==> config.mk <==
export PLATFORM = sky130hd
export DESIGN_NAME = serial_full_subtractor
export DESIGN_NICKNAME = d
export VERILOG_FILES = /design/src/rtl/serial_full_subtractor.sv
export SDC_FILE = /design/constraint.sdc
export NUM_CORES = 1
export LEC_CHECK = 0
export CORE_MARGIN = 1.5
export CORE_UTILIZATION = 45
export DETAILED_ROUTE_END_ITERATION = 10
export GPL_TIMING_DRIVEN = 0
export PLACE_DENSITY = 0.7
export RECOVER_POWER = 50
export SLEW_MARGIN = 20
export SYNTH_ARGS = -nofsm -noshare
export SYNTH_HDL_FRONTEND = slang
export SYNTH_SLANG_ARGS = --single-unit
==> constraint.sdc <==
create_clock -name clk -period 2.8 [get_ports clk]
set_clock_uncertainty 0.2 [all_clocks]
set_input_delay 0.56 -clock clk [delete_from_list [all_inputs] [get_ports clk]]
set_output_delay 0.56 -clock clk [all_outputs]
set_load 0.05 [all_outputs]
==> src/rtl/serial_full_subtractor.sv <==
// Bit-serial subtractor: computes a - b - bin one bit per clock, LSB first,
// through a single full-subtractor cell and a borrow flop, with valid/ready on both sides.
module serial_full_subtractor #(
    parameter int WIDTH = 8
) (
    input  logic             clk,
    input  logic             rst,
    input  logic             in_valid,
    output logic             in_ready,
    input  logic [WIDTH-1:0] a,
    input  logic [WIDTH-1:0] b,
    input  logic             bin,
    output logic             out_valid,
    input  logic             out_ready,
    output logic [WIDTH-1:0] diff,
    output logic             bout,
    output logic             ovf,
    output logic             zero
);

    localparam int CW = $clog2(WIDTH + 1);
    localparam logic [CW-1:0] LAST = CW'(WIDTH - 1);

    typedef enum logic [1:0] {IDLE, RUN, DONE} state_t;

    state_t           state;
    logic [WIDTH-1:0] sa;
    logic [WIDTH-1:0] sb;
    logic [WIDTH-2:0] dsr;
    logic             br;
    logic [CW-1:0]    cnt;

    logic             d;
    logic             br_next;
    logic [WIDTH-1:0] diff_next;

    // Full-subtractor cell; dsr collects the upper bits so diff only updates on completion.
    always_comb begin
        d         = sa[0] ^ sb[0] ^ br;
        br_next   = (~sa[0] & sb[0]) | (~(sa[0] ^ sb[0]) & br);
        diff_next = {d, dsr};
    end

    assign in_ready = (state == IDLE) && !rst;

    always_ff @(posedge clk) begin
        if (rst) begin
            state     <= IDLE;
            sa        <= '0;
            sb        <= '0;
            dsr       <= '0;
            br        <= 1'b0;
            cnt       <= '0;
            out_valid <= 1'b0;
            diff      <= '0;
            bout      <= 1'b0;
            ovf       <= 1'b0;
            zero      <= 1'b0;
        end else begin
            case (state)
                IDLE: begin
                    if (in_valid) begin
                        sa    <= a;
                        sb    <= b;
                        br    <= bin;
                        cnt   <= '0;
                        state <= RUN;
                    end
                end
                RUN: begin
                    sa  <= sa >> 1;
                    sb  <= sb >> 1;
                    br  <= br_next;
                    dsr <= diff_next[WIDTH-1:1];
                    cnt <= cnt + CW'(1);
                    if (cnt == LAST) begin
                        // br here is the borrow into the MSB stage
                        diff      <= diff_next;
                        bout      <= br_next;
                        ovf       <= br ^ br_next;
                        zero      <= (diff_next == '0);
                        out_valid <= 1'b1;
                        state     <= DONE;
                    end
                end
                DONE: begin
                    if (out_ready) begin
                        out_valid <= 1'b0;
                        state     <= IDLE;
                    end
                end
                default: state <= IDLE;
            endcase
        end
    end

endmodule

==> out/qor.yml <==
first_iter_violations: 81
syn_nets: 247
path_class: "input port to output pin"
max_stage_delay_ns: 0.54
insertion_delay_ns: 0.30
firstDrtPassIters: 4
worstPathMaxFanout: 10
start_kind: "input port"
cts_setup_buffers: 0
cts_resized: 1
worstSetupEndpoint: "in_ready"
power.total_w: 0.00130
diodes: 0
ys.flop_type: "dfxtp_1"
core_area_mm2: 0.00406
routed_wl_um: 4820
gp_congestion: 0.785
grt_pass1_vias: 1730
vdd_ir_drop_max_mv: 0.352
avgSynthCellArea_um2: 8.60
area_growth_pct: 24.9
ys_ff_latch: 42
finalCritPeriodShare_pct: 95.5
antenna_found_initial: 0
slew-limit-headroom_pct: 66.8
synth_warnings: 0
cp.arrival_ns: 1.92
yosysSeqAreaShare_pct: 43.6
maxCapViolCount: 0
setup_violations: 0
post-dp-hpwl_um: 3390
clk_pin_slew_ns: 0.08
ys_types: 39
slowest_stage: "dlygate4sd2_1"
worst_slew_pin_slew_ns: 0.497
grt_pass1_wl_um: 7950
cts_hold_buf: 0
finalNonFillerCells: 315
outcome: "complete, no violations"
num_io_pins: 34
avgRoutedWirePerCell_um: 15.3
numCtsBuffers: 5
cts-root-buf: "clkbuf_8"
reg2reg_to: "diff[4]"
synthArstFlopShare_pct: 0
critPathCaptureType: "output pin"
port-buffer-count: 33
drtAntennaViolNets: 0
grt_max_degree: 15
tns_ns: 0
die-area_mm2: 0.00468
via_per_inst: 5.64
synth_enable_flop_cells: 0
fin_crit_ns: 2.68
worstPathCellList: "clkdlybuf4s50_1 > buf_2 > nor3_1 > dlygate4sd2_1"
cts.sinks: 42
max_freq_mhz: 374
rrSetupSlack_ns: 1.06
rsz0062_at_grt: "no"
ff2ff_path_depth: 5
row_count: 23
power_leakage_nw: 0.845
htree_num_levels: 2
drc: 0
required_ns: 2.04
reg2reg_from: "cnt[0]"
dp_cells: 307
fillers: 383
layout-drive-gt1-share_pct: 8.68
crit_start: "rst"
fin_nets: 287
start_util_pct: 47.5
hold_class: "flip-flop to flip-flop"
syn_inst: 224
die_h_um: 68.4
vias: 1777
die_w_um: 68.4
grtUsageTotal_pct: 22.9
p_per_area_mw_per_mm2: 542
tritoncts: "done"
slew_viol_final: 0
synth_area_mm2: 0.00193
hold_viol_final: 0
cts_buffer_depth: 2
gr-total-overflow: 0
## layout make-up
cell class | count | area, um2 | share of cell area [%]
flip-flops and latches | 42 | 841 | 34.9
clock buffers | 5 | 68.8 | 2.86
clock inverters | 3 | 43.8 | 1.82
well taps | 50 | 62.6 | 2.60
inverters | 6 | 22.5 | 0.936
multi-input cells | 158 | 947 | 39.4
repair buffers | 33 | 329 | 13.7
plain buffers | 18 | 91.3 | 3.80
## layout by cell type (no fill, tap or decap), drive strengths merged
| master | instances |
|---|---|
| nand3 | 13 |
| o22ai | 5 |
| bufinv | 1 |
| nand2 | 20 |
| nor3 | 2 |
| mux2i | 1 |
| or3b | 10 |
| and3b | 1 |
| dlygate4sd2 | 1 |
| buf | 10 |
| xnor2 | 1 |
| o221ai | 10 |
| fa | 1 |
| clkdlybuf4s50 | 31 |
| a2111oi | 3 |
| a221oi | 1 |
| ha | 1 |
| o21ai | 22 |
| o21bai | 1 |
| o31ai | 1 |
| o221a | 2 |
| a21oi | 34 |
| clkinv | 1 |
| a311oi | 1 |
| nor3b | 1 |
| nor2b | 5 |
| nor2 | 12 |
| or3 | 1 |
| inv | 7 |
| a22oi | 1 |
| nor4 | 1 |
| a31oi | 1 |
| nand2b | 2 |
| o211ai | 1 |
| o21a | 2 |
| nand3b | 1 |
| dfxtp | 42 |
| dlygate4sd3 | 1 |
| clkbuf | 13 |
## kinds of logic after synthesis
| logic type | synth area share [%] |
|---|---|
| mux | 0.520 |
| buf+inv | 6.56 |
| flops | 43.6 |
| fa+ha+maj | 1.69 |
| compound gates | 27.8 |
| simple gates | 19.4 |
| xor+xnor | 0.455 |
## state kept, by name, indices dropped and copies added (netlist names)
register   count
br             1
dsr            7
zero           1
ovf            1
sb             8
diff           8
sa             8
cnt            4
out_valid      1
state          2
bout           1
## where the power goes
group	switching, W	internal, W	total [W]
logic	0.0000853	0.0000778	0.000163
registers	0.0000242	0.000623	0.000647
clock network	0.000226	0.000267	0.000493
## metal layers
layer  global-route usage [%]  part of all wire, %  vias up
met4                     8.75                  1.4        0
met1                     28.9                   48      845
met2                     37.9                   47       28
met3                     5.10                  3.8        6
li1                         -                    -      898
met5                        0                    0        -
## how the worst min path moves through the flow
stage	slack [ns]	from	to	cells past startpoint
2_1_floorplan	0.25	dsr[0]	dsr[0]	2
3_3_place_gp	0.26	dsr[0]	dsr[0]	2
4_1_cts	0.28	dsr[0]	dsr[0]	2
3_5_place_dp	0.26	dsr[0]	dsr[0]	2
5_1_grt	0.30	dsr[0]	dsr[0]	2
6_report	0.27	dsr[0]	dsr[0]	2
## stage by stage
| step | instance area (um2) | setup WS (ns) | utilization [%] | hold slack (ns) |
|---|---|---|---|---|
| global route | 2410 | 0.0638 | 59.3 | 0.299 |
| finish | 2410 | 0.125 | 59.3 | 0.273 |
| floorplan | 1930 | 0.263 | - | 0.250 |
| global placement | 2320 | -0.201 | 57.2 | 0.262 |
| detailed placement | 2320 | -0.201 | 57.2 | 0.264 |
| CTS | 2430 | 0.0909 | 59.9 | 0.276 |
## synthesized netlist by cell type, drive strengths merged, types with 2 or more instances
master | number | area [um2]
dfxtp | 42 | 841
a21oi | 34 | 170
o21ai | 22 | 110
nand2 | 20 | 75.1
buf | 13 | 85.1
nand3 | 13 | 65.1
nor2 | 12 | 45.0
o221ai | 10 | 87.6
or3b | 10 | 87.6
inv | 6 | 22.5
clkbuf | 5 | 18.8
nor2b | 5 | 33.8
o22ai | 5 | 31.3
a2111oi | 3 | 45.0
nand2b | 2 | 20.0
nor3 | 2 | 10.0
o21a | 2 | 15.0
o221a | 2 | 22.5
## critical path, delay by kind of cell
kind | cells | cell delay [ns]
buffers and inverters | 3 | 1.21
AND/OR/NAND/NOR | 1 | 0.14
(Power assumes the default switching activity.)
